==> src/rtl/mem_arbiter_if.sv <==
// Bundle of the two requester ports and the memory-macro side of mem_arbiter.
// The arbiter takes the slave view; the requesters/memory side takes the master view.
interface mem_arbiter_if #(
  parameter int AW = 8,
  parameter int DW = 8
);
  logic          a_req;
  logic          a_we;
  logic [AW-1:0] a_addr;
  logic [DW-1:0] a_wdata;
  logic          a_gnt;
  logic          a_done;
  logic [DW-1:0] a_rdata;

  logic          b_req;
  logic          b_we;
  logic [AW-1:0] b_addr;
  logic [DW-1:0] b_wdata;
  logic          b_gnt;
  logic          b_done;
  logic [DW-1:0] b_rdata;

  logic          mem_en;
  logic          mem_we;
  logic [AW-1:0] mem_addr;
  logic [DW-1:0] mem_wdata;
  logic [DW-1:0] mem_rdata;

  modport slave (
    input  a_req, a_we, a_addr, a_wdata,
    output a_gnt, a_done, a_rdata,
    input  b_req, b_we, b_addr, b_wdata,
    output b_gnt, b_done, b_rdata,
    output mem_en, mem_we, mem_addr, mem_wdata,
    input  mem_rdata
  );

  modport master (
    output a_req, a_we, a_addr, a_wdata,
    input  a_gnt, a_done, a_rdata,
    output b_req, b_we, b_addr, b_wdata,
    input  b_gnt, b_done, b_rdata,
    input  mem_en, mem_we, mem_addr, mem_wdata,
    output mem_rdata
  );
endinterface

==> src/rtl/mem_arbiter.sv <==
// Two-port round-robin arbiter in front of a single-port memory macro.
// One access in flight; reads wait a fixed MEM_LAT cycles before data is captured.
module mem_arbiter #(
  parameter int AW      = 8,
  parameter int DW      = 8,
  parameter int MEM_LAT = 2
) (
  input  logic          clk,
  input  logic          rst_n,
  mem_arbiter_if.slave  bus
);

  typedef enum logic [1:0] {IDLE, ACC, WAIT, DONE} state_e;

  localparam logic [3:0] LAT = 4'(MEM_LAT);

  state_e        state_q;
  logic          owner_q;
  logic          lastOwner_q;
  logic [3:0]    cnt_q;
  logic          aGnt_q, bGnt_q;
  logic          aDone_q, bDone_q;
  logic [DW-1:0] aRdata_q, bRdata_q;
  logic          memEn_q, memWe_q;
  logic [AW-1:0] memAddr_q;
  logic [DW-1:0] memWdata_q;

  logic          anyReq_d;
  logic          pickB_d;

  // Owner encoding: 0 = port A, 1 = port B. On a tie the port that did not go last wins.
  always_comb begin
    anyReq_d = bus.a_req | bus.b_req;
    if (bus.a_req && bus.b_req) pickB_d = ~lastOwner_q;
    else                        pickB_d = bus.b_req;
  end

  always_ff @(posedge clk or negedge rst_n) begin
    if (!rst_n) begin
      state_q     <= IDLE;
      owner_q     <= 1'b0;
      lastOwner_q <= 1'b1;
      cnt_q       <= 4'd0;
      aGnt_q      <= 1'b0;
      bGnt_q      <= 1'b0;
      aDone_q     <= 1'b0;
      bDone_q     <= 1'b0;
      aRdata_q    <= '0;
      bRdata_q    <= '0;
      memEn_q     <= 1'b0;
      memWe_q     <= 1'b0;
      memAddr_q   <= '0;
      memWdata_q  <= '0;
    end else begin
      case (state_q)
        IDLE: begin
          if (anyReq_d) begin
            owner_q    <= pickB_d;
            memWe_q    <= pickB_d ? bus.b_we    : bus.a_we;
            memAddr_q  <= pickB_d ? bus.b_addr  : bus.a_addr;
            memWdata_q <= pickB_d ? bus.b_wdata : bus.a_wdata;
            memEn_q    <= 1'b1;
            aGnt_q     <= ~pickB_d;
            bGnt_q     <= pickB_d;
            state_q    <= ACC;
          end
        end
        ACC: begin
          memEn_q <= 1'b0;
          memWe_q <= 1'b0;
          aGnt_q  <= 1'b0;
          bGnt_q  <= 1'b0;
          if (memWe_q) begin
            aDone_q <= ~owner_q;
            bDone_q <= owner_q;
            state_q <= DONE;
          end else begin
            cnt_q   <= LAT;
            state_q <= WAIT;
          end
        end
        WAIT: begin
          cnt_q <= cnt_q - 4'd1;
          // Last wait cycle: memory data is valid now.
          if (cnt_q == 4'd1) begin
            if (owner_q) bRdata_q <= bus.mem_rdata;
            else         aRdata_q <= bus.mem_rdata;
            aDone_q <= ~owner_q;
            bDone_q <= owner_q;
            state_q <= DONE;
          end
        end
        DONE: begin
          aDone_q     <= 1'b0;
          bDone_q     <= 1'b0;
          lastOwner_q <= owner_q;
          state_q     <= IDLE;
        end
        default: state_q <= IDLE;
      endcase
    end
  end

  assign bus.a_gnt     = aGnt_q;
  assign bus.b_gnt     = bGnt_q;
  assign bus.a_done    = aDone_q;
  assign bus.b_done    = bDone_q;
  assign bus.a_rdata   = aRdata_q;
  assign bus.b_rdata   = bRdata_q;
  assign bus.mem_en    = memEn_q;
  assign bus.mem_we    = memWe_q;
  assign bus.mem_addr  = memAddr_q;
  assign bus.mem_wdata = memWdata_q;

endmodule

==> src/flat_wrapper.sv <==
// flat-port wrapper written by rule: the top's interface ports become plain ports
module mem_arbiter_flat 
#(
  parameter int AW      = 8,
  parameter int DW      = 8,
  parameter int MEM_LAT = 2
)
  (clk, rst_n, bus_a_req, bus_a_we, bus_a_addr, bus_a_wdata, bus_a_gnt, bus_a_done, bus_a_rdata, bus_b_req, bus_b_we, bus_b_addr, bus_b_wdata, bus_b_gnt, bus_b_done, bus_b_rdata, bus_mem_en, bus_mem_we, bus_mem_addr, bus_mem_wdata, bus_mem_rdata);
  mem_arbiter_if #(.AW(AW), .DW(DW)) bus_i ();
  input  logic clk;
  input  logic rst_n;
  input wire logic [$bits(bus_i.a_req)-1:0] bus_a_req;
  input wire logic [$bits(bus_i.a_we)-1:0] bus_a_we;
  input wire logic [$bits(bus_i.a_addr)-1:0] bus_a_addr;
  input wire logic [$bits(bus_i.a_wdata)-1:0] bus_a_wdata;
  output wire logic [$bits(bus_i.a_gnt)-1:0] bus_a_gnt;
  output wire logic [$bits(bus_i.a_done)-1:0] bus_a_done;
  output wire logic [$bits(bus_i.a_rdata)-1:0] bus_a_rdata;
  input wire logic [$bits(bus_i.b_req)-1:0] bus_b_req;
  input wire logic [$bits(bus_i.b_we)-1:0] bus_b_we;
  input wire logic [$bits(bus_i.b_addr)-1:0] bus_b_addr;
  input wire logic [$bits(bus_i.b_wdata)-1:0] bus_b_wdata;
  output wire logic [$bits(bus_i.b_gnt)-1:0] bus_b_gnt;
  output wire logic [$bits(bus_i.b_done)-1:0] bus_b_done;
  output wire logic [$bits(bus_i.b_rdata)-1:0] bus_b_rdata;
  output wire logic [$bits(bus_i.mem_en)-1:0] bus_mem_en;
  output wire logic [$bits(bus_i.mem_we)-1:0] bus_mem_we;
  output wire logic [$bits(bus_i.mem_addr)-1:0] bus_mem_addr;
  output wire logic [$bits(bus_i.mem_wdata)-1:0] bus_mem_wdata;
  input wire logic [$bits(bus_i.mem_rdata)-1:0] bus_mem_rdata;
  assign bus_i.a_req = bus_a_req;
  assign bus_i.a_we = bus_a_we;
  assign bus_i.a_addr = bus_a_addr;
  assign bus_i.a_wdata = bus_a_wdata;
  assign bus_a_gnt = bus_i.a_gnt;
  assign bus_a_done = bus_i.a_done;
  assign bus_a_rdata = bus_i.a_rdata;
  assign bus_i.b_req = bus_b_req;
  assign bus_i.b_we = bus_b_we;
  assign bus_i.b_addr = bus_b_addr;
  assign bus_i.b_wdata = bus_b_wdata;
  assign bus_b_gnt = bus_i.b_gnt;
  assign bus_b_done = bus_i.b_done;
  assign bus_b_rdata = bus_i.b_rdata;
  assign bus_mem_en = bus_i.mem_en;
  assign bus_mem_we = bus_i.mem_we;
  assign bus_mem_addr = bus_i.mem_addr;
  assign bus_mem_wdata = bus_i.mem_wdata;
  assign bus_i.mem_rdata = bus_mem_rdata;
  mem_arbiter #(.AW(AW), .DW(DW), .MEM_LAT(MEM_LAT)) u_core (.clk(clk), .rst_n(rst_n), .bus(bus_i));
endmodule
==> config.mk <==
export PLATFORM = sky130hd
export DESIGN_NAME = mem_arbiter_flat
export DESIGN_NICKNAME = d
export VERILOG_FILES = /design/src/rtl/mem_arbiter_if.sv /design/src/rtl/mem_arbiter.sv /design/src/flat_wrapper.sv
export SDC_FILE = /design/constraint.sdc
export NUM_CORES = 1
export LEC_CHECK = 0
export CORE_MARGIN = 4
export CORE_UTILIZATION = 39
export DETAILED_ROUTE_END_ITERATION = 7
export GPL_ROUTABILITY_DRIVEN = 1
export GPL_TIMING_DRIVEN = 1
export PLACE_DENSITY_LB_ADDON = 0.25
export REMOVE_ABC_BUFFERS = 1
export SYNTH_ARGS = -nofsm -noshare
export SYNTH_HDL_FRONTEND = slang
export SYNTH_SLANG_ARGS = --single-unit
==> constraint.sdc <==
create_clock -name clk -period 1.8 [get_ports clk]
set_clock_uncertainty 0.15 [all_clocks]
set_input_delay 0.54 -clock clk [delete_from_list [all_inputs] [get_ports clk]]
set_output_delay 0.54 -clock clk [all_outputs]
set_load 0.05 [all_outputs]
; After elaboration in Yosys (flattened, before gate mapping)
; Index checks and enable logic that the tools add are counted.
[classes]
add_sub_neg = 1
n_eq_ne = 8
muxes = 24
bitwise_logic = 4
reduce_logical = 12
[ops]
columns = op, n
row1 = 2-to-1 mux 8 bit, 2
row2 = 2-to-1 mux 1 bit, 11
row3 = AND reduction 3 bit, 3
row4 = one-hot mux 1 bit (2 select lines), 4
row5 = one-hot mux 2 bit (4 select lines), 1
row6 = one-hot mux 4 bit (2 select lines), 1
row7 = AND reduction 2 bit, 4
row8 = "!= test 2 x 1 -> 1 bit, second input constant", 3
row9 = one-hot mux 1 bit (3 select lines), 2
row10 = "equality test 2 bit, second input constant", 2
row11 = "equality test 4 x 1 -> 1 bit, second input constant", 1
row12 = 2-to-1 mux 2 bit, 2
row13 = 2-to-1 mux 4 bit, 1
row14 = nonzero test 2 bit, 2
row15 = "subtractor 4 x 1 -> 4 bit, second input constant", 1
row16 = NOT 1 bit, 3
row17 = nonzero test 3 bit, 1
row18 = "equality test 2 x 1 -> 1 bit, second input constant", 1
row19 = zero test 2 bit, 1
row20 = "!= test 2 bit, second input constant", 1
row21 = logical AND 1 bit, 1
row22 = OR 1 bit, 1
[word_totals]
register_bits = 46
out_inout_bits = 38

; Longest topological paths before layout
; Gate-level depths: netlist of the first run.
[depth]
ltp_word = 5
ltp_mapped = 6

; Worst setup path before layout of the first run
; Ideal clock, no wire load.
[synth_timing]
path_type = register to register
start = register u_core.cnt_q[1]
end = register u_core.aRdata_q[0], in the netlist u_core.bus.a_rdata[0]
setup_ps = 125
arrival_ps = 1689
required_ps = 1525
path_slack_ps = -164
stages_incl_launch_ff = 6
path_buffers = 0
period_less_slack_ps = 1964
path_cell_list = dfrtp_1 inv_1 ha_1 or3b_4 nor3b_4 mux2_2
[synth_between]
elab_chain_cells = 2
[synth_lines]
columns = item, line
row1 = "start, declared", mem_arbiter.sv:20  ; logic [3:0] cnt_q;
row2 = "start signal, assigned", mem_arbiter.sv:83  ; cnt_q <= cnt_q - 4'd1;
row3 = equality test 4 x 1 -> 1 bit, mem_arbiter.sv:85  ; if (cnt_q == 4'd1) begin
row4 = AND reduction 3 bit (no source line), n/a
row5 = "end signal, assigned", mem_arbiter.sv:87  ; else aRdata_q <= bus.mem_rdata;
row6 = "end, declared", mem_arbiter.sv:23  ; logic [DW-1:0] aRdata_q, bRdata_q;
; No other way between the ends.
; A chain may end at the register's enable or synchronous reset.

; Worst setup path after layout of the first run
[layout_timing]
start = register u_core.cnt_q[1]
end = register u_core.aRdata_q[3], in the netlist u_core.bus.a_rdata[3]
; Same word-level chain as after synthesis.

==> results of run 1 <==
[flip-flops by register name (all words and copies together) (netlist names)]
name / cells
u_core.bus.a_rdata: 8
u_core.bus.b_rdata: 8
u_core.bus.mem_addr: 8
u_core.bus.mem_wdata: 8
u_core.cnt_q: 4
u_core.state_q: 2
u_core.bus.a_done: 1
u_core.bus.a_gnt: 1
u_core.bus.b_done: 1
u_core.bus.b_gnt: 1
u_core.bus.mem_en: 1
u_core.bus.mem_we: 1
u_core.lastOwner_q: 1
u_core.owner_q: 1
[area by class of cell]
cell class,instances,area (sq um)
clock buffer,7,76.32
clock inverter,1,30.03
fill,367,1361
inverter,7,26.28
multi-input combinational,128,1069
sequential,46,1152
tap,70,87.58
timing repair buffer,111,1468
[synth_stat cells]
library cell,n
o22a_1,1
nor3b_4,1
a21bo_2,1
a32o_1,1
a221oi_1,1
buf_2,4
a2bb2oi_1,1
mux2i_1,17
a311o_1,1
or3b_4,1
o21ai_1,1
mux2_2,20
o211a_1,1
nor2_1,8
inv_1,7
a211oi_1,2
a32oi_1,1
nor3_1,2
nand2_1,19
buf_4,1
and3b_2,1
and2_2,1
a22o_1,2
nand2b_1,2
dfrtp_1,45
o31ai_1,1
nor3b_1,2
ha_1,7
nor2b_1,2
nand4_1,2
o21ai_0,23
a21oi_1,4
o311ai_0,1
clkbuf_1,4
dfstp_2,1
and2_1,1
[where the power goes]
| part | total (mW) | switching, mW | internal, mW | leakage [nW] |
|---|---|---|---|---|
| combinational | 5.33 | 2.63 | 2.70 | 1.19 |
| sequential | 2.10 | 0.547 | 1.55 | 0.556 |
| clock | 0.765 | 0.349 | 0.416 | 0.0524 |
[per-stage QoR]
stage	hold slack, ns	cells	utilization, %
after detailed placement	0.3806	356	69.14
after global routing	0.08746	370	74.17
final	0.05911	370	74.17
after floorplan	0.09441	181	-
after CTS	0.07004	365	71.87
after global placement	0.3726	356	69.14
[what timing repair did]
item | 4_1_cts | 5_1_grt
pin swaps | 2 | 3
buffers inserted | 1 | 5
gates resized for setup | 6 | 19
setup endpoints to repair | 12 | 23
[cell usage in the layout, fill, tap and decap left out, types with 2 or more instances in the layout]
master and n:
clkdlybuf4s50_1 43, buf_4 22, nor3_1 2, nand2_1 19, a22o_1 2, nor2_1 8, nand4_1 2, clkbuf_8 5
inv_1 6, ha_1 5, mux2_2 11, mux2i_1 17, nor2b_1 2, dfrtp_1 45, ha_4 2, nand2b_1 2
a21oi_1 3, o21ai_0 23, buf_12 41, clkbuf_1 2, buf_6 3, mux2_4 9
[final timing paths]
path | from | to | slack [ns] | cells after the start
min in group clk | u_core.bus.mem_addr[6] | u_core.bus.mem_addr[6] | 0.39 | 2
min reg2reg | u_core.bus.mem_addr[6] | u_core.bus.mem_addr[6] | 0.39 | 2
max reg2reg | u_core.cnt_q[1] | u_core.bus.a_rdata[3] | -0.23 | 6
min | rst_n | u_core.bus.b_done | 0.06 | 2
max in group asynchronous | rst_n | u_core.lastOwner_q | 1.16 | 2
max | u_core.cnt_q[1] | u_core.bus.a_rdata[3] | -0.23 | 6
[layer usage]
| metal | wire (um) | part of all wire [%] |
|---|---|---|
| met1 | 2422 | 40 |
| met3 | 503 | 8.4 |
| met2 | 3051 | 51 |
| met5 | 0 | 0 |
| met4 | 46 | 0.76 |
[worst max-delay path: cells and delay by family, from the launching register on]
family,cells,cell delay [ns]
AND/OR/NAND/NOR,2,0.68
multiplexers,1,0.30
flip-flops,1,0.42
buffers and inverters,2,0.26
adder cells (fa/ha/maj),1,0.12
[kinds of logic after synthesis]
logic type	count (synthesis)	synth area share, %
multiplexers	37	18.09
flip-flops	46	52.72
adder cells (fa/ha/maj)	7	4.007
AND/OR/NAND/NOR	42	9.960
AO/OA/AOI/OAI	42	12.08
buffers and inverters	16	3.148
==> impl_metrics.ini, run 1 <==
[run_status]
status = finished with violations
violations = negative setup slack

[global_routing]
antenna_found_initial = 0
grtUsageMet3_pct = 6.436
globalRouteOverflowTotal = 0
gr-usage-all-layers_pct = 16.31
grt_pass1_vias = 1845
grt_pass1_wl_um = 9128
grt_max_degree = 47
gr-max-usage-layer = met2
grt_util_met2_pct = 27.84
grt_use_met1_pct = 19.32

[placement]
port_buffers = 83
hpwl_um = 4245
postPlaceCellArea_sq_mm = 0.003643
place_congestion = 0.8337
dp_worst_setup_slack_ns = -0.2336

[sta]
fin_ws_ns = -0.2276
report.final.slew_viol_count = 0
setup_tns_ns = -2.380
relSlewSlack_pct = 78.93
post-route-min-period_ns = 2.028
rsz0062_at_grt = yes
finalCritPeriodShare_pct = 112.6
fmax_ghz = 0.4932
setup_violations = 12
hold_viol_final = 0
worst_slew_pin_slew_ns = 0.3137

[worst_hold_path]
hold_path.class = input port to async pin

[setup_path]
crit_fanout = 4
crit_chain = inv_2 > ha_4 > or3b_4 > nor3b_4 > buf_6 > mux2_4
endpoint_kind = flop
cp_slowest_cell = dfrtp_1
critical_path_class = flop to flop
setup.worst_path.start_class = flop
critPathMaxStageDelay_ns = 0.42
cp_data_arrival_time_ns = 2.06
required_ns = 1.83

[detailed_routing]
avgViaCountPerCell = 5.019
routed_wl_um = 6023
postRouteAntennaNets = 0
vias = 1857
drtIter0Drc = 85
drt_pass1_iterations = 5
routedWlPerCell_um = 16.28
drc = 0

[layout]
syn2layout_area_growth_pct = 78.82
final_cell_area_sq_mm = 0.003909
antennaDiodeCount = 0
drive_gt1_share_pct = 36.00
num-nets-final = 352

[clock_tree]
clock-sinks = 46
numCtsBuffers = 5
holdBufCountCts = 0
clock_path_buffers = 2
cts_root_buf = clkbuf_8
clk_latency_ns = 0.30
cts_tree = yes
clk_pin_slew_ns = 0.09
cts_max_level = 2

[logic_synthesis]
synth_area_leaders = dfrtp_1, mux2_2, mux2i_1
synth_top_area_cell = dfrtp_1
ys_warn_count = 0
synth_area_sq_mm = 0.002186
ys_seq_area_share_pct = 52.72
synth_top_area_share_pct = 51.52
syn_inst = 190
yosys_register_bits = 46
syn_area_per_cell_sq_um = 11.50
ys_types = 36

[die]
die_h_um = 82.87
io-pin-count = 84
die_w_um = 82.87
core_sq_mm = 0.005270
initial_core_util_pct = 41.48
dieArea_sq_mm = 0.006867
rows = 26

[pwr]
vdd_drop_max_mv = 0.9390
power_mw = 8.196
p_per_area_mw_per_mm2 = 2097
p_leak_nw = 1.796

[run]
maxCapViolations = 0
(Power assumes the default switching activity.)
==> inputs of run 2 (changes only) <==
--- a/config.mk
+++ b/config.mk
@@ -5,8 +5,11 @@
 export SDC_FILE = /design/constraint.sdc
 export NUM_CORES = 1
 export LEC_CHECK = 0
+export ABC_CLOCK_PERIOD_IN_PS = 1800
+export CELL_PAD_IN_SITES_DETAIL_PLACEMENT = 1
+export CELL_PAD_IN_SITES_GLOBAL_PLACEMENT = 2
 export CORE_MARGIN = 4
-export CORE_UTILIZATION = 39
+export CORE_UTILIZATION = 24
 export DETAILED_ROUTE_END_ITERATION = 7
 export GPL_ROUTABILITY_DRIVEN = 1
 export GPL_TIMING_DRIVEN = 1
==> run 2 against run 1 <==
- first-iteration DRC count down 71%
- maximum frequency up 3.8%
- setup slack better by 0.074 ns
- design area grew 1.3%
- non-clock buffer count grew 1
- via count is 0.59% higher
- combinational power down 1%
- highest routed layer unchanged
- hold slack improved by 0.0063 ns
- the run still ends with negative setup slack left
==> impl_metrics.ini, run 2 (synthesis gave the netlist of run 1 again) <==
[sta]
finalCritPeriodShare_pct = 108.5
post-route-min-period_ns = 1.954
fmax_ghz = 0.5118
rsz0062_at_grt = yes
setup_tns_ns = -1.565
relSlewSlack_pct = 79.55
report.final.slew_viol_count = 0
timing.hold.ws_ns = 0.06540
setup_violations = 11
fin_ws_ns = -0.1538
hold_viol_final = 0
worst_slew_pin_slew_ns = 0.3029

[pwr]
p_leak_nw = 1.799
vdd_drop_max_mv = 0.7215
p_per_area_mw_per_mm2 = 2063

[detailed_routing]
routedWlPerCell_um = 14.87
avgViaCountPerCell = 4.567
drtIter0Drc = 25
postRouteAntennaNets = 0
vias = 1868
routed_wl_um = 6080
drc = 0
drt_pass1_iterations = 3

[die]
rows = 34
core_sq_mm = 0.008806
die_h_um = 103.4
dieArea_sq_mm = 0.01070
initial_core_util_pct = 24.82
io-pin-count = 84
die_w_um = 103.4

[global_routing]
grt_max_degree = 47
antenna_found_initial = 0
gr-usage-all-layers_pct = 11.95
grt_pass1_vias = 1980
globalRouteOverflowTotal = 0
grt_pass1_wl_um = 9984

[clock_tree]
cts_max_level = 2
cts_root_buf = clkbuf_8
clk_pin_slew_ns = 0.09
cts_tree = yes
clk_latency_ns = 0.30
clock_path_buffers = 2
clock-sinks = 46
numCtsBuffers = 5
holdBufCountCts = 0

[setup_path]
crit_chain = inv_2 > ha_4 > or3b_4 > a221oi_2 > buf_4 > mux2_4
reg2reg_slack_ns = -0.15
crit_fanout = 3
critPathMaxStageDelay_ns = 0.41
endpoint_kind = flop
setup.worst_path.start_class = flop
r2r-end = u_core.bus.a_done
endpoint = u_core.bus.a_done
ff2ff_path_depth = 6
critical_path_class = flop to flop
cp_data_arrival_time_ns = 1.99
r2r_start = u_core.cnt_q[1]
required_ns = 1.84
cp_slowest_cell = or3b_4
startpoint = u_core.cnt_q[1]

[layout]
fin_cells = 409
nFillCells = 927
syn2layout_area_growth_pct = 81.17
antennaDiodeCount = 0
multi_input_area_sq_mm = 0.001057
layout_common_cells = clkdlybuf4s50_1, dfrtp_1, buf_12
drive_gt1_share_pct = 36.88
seq_area_sq_mm = 0.001154
num-nets-final = 353

[worst_hold_path]
hold_path.class = input port to async pin

[run]
maxCapViolations = 0

[placement]
place_congestion = 0.7164
hpwl_um = 4573
port_buffers = 83
place_inst = 395

[run_status]
status = finished with violations
violations = negative setup slack
==> run 2: power by group <==
group          leakage (nW)  switching [mW]  internal [mW]
logic                  1.19            2.55           2.72
registers             0.555           0.559           1.56
clock network        0.0514           0.371          0.415
total                  1.80            3.48           4.69
==> run 2: critical path, delay by kind of cell, from the launching register on <==
kind            cells  cell delay, ns
compound gates      1            0.24
fa+ha+maj           1            0.12
buf+inv             2            0.25
flops               1            0.40
mux                 1            0.29
simple gates        1            0.41
==> run 2: stage by stage <==
step | utilization, % | total power [mW] | area, sq um | worst slack, ns
after global routing | 44.97 | 8.652 | 3960 | -0.2202
after floorplan | - | 4.404 | 2143 | -0.2855
after global placement | 42.14 | 7.080 | 3711 | -0.2440
after CTS | 44.63 | 8.224 | 3930 | -0.1816
final | 44.97 | 8.169 | 3960 | -0.1538
after detailed placement | 42.14 | 7.168 | 3711 | -0.2960
==> run 2: worst min-delay path by stage <==
stage,endpoint,depth (start not counted)
3_3_place_gp,u_core.bus.mem_wdata[7],2
4_1_cts,u_core.bus.b_done,2
6_report,u_core.state_q[0],2
3_5_place_dp,u_core.bus.mem_addr[7],2
5_1_grt,u_core.bus.mem_en,2
2_1_floorplan,u_core.bus.a_done,0
==> run 2: layer usage <==
layer | up-vias | wire, um | track usage, %
met5 | - | 0 | 0
met1 | 911 | 2511 | 14.83
met2 | 61 | 2877 | 19.02
met3 | 5 | 632 | 5.567
met4 | 0 | 59 | 2.689
li1 | 891 | - | -
==> run 2: what timing repair did <==
item | CTS | global route
buffers inserted | 4 | 2
gates resized for setup | 19 | 4
setup endpoints to repair | 13 | 15
pin swaps | 1 | 1
==> run 2: final cells by class <==
class,instances,share of cell area (%)
multi-input combinational,128,26.70
inverter,7,0.6635
clock inverter,2,0.9479
timing repair buffer,112,37.31
tap,108,3.412
sequential,46,29.13
clock buffer,6,1.833
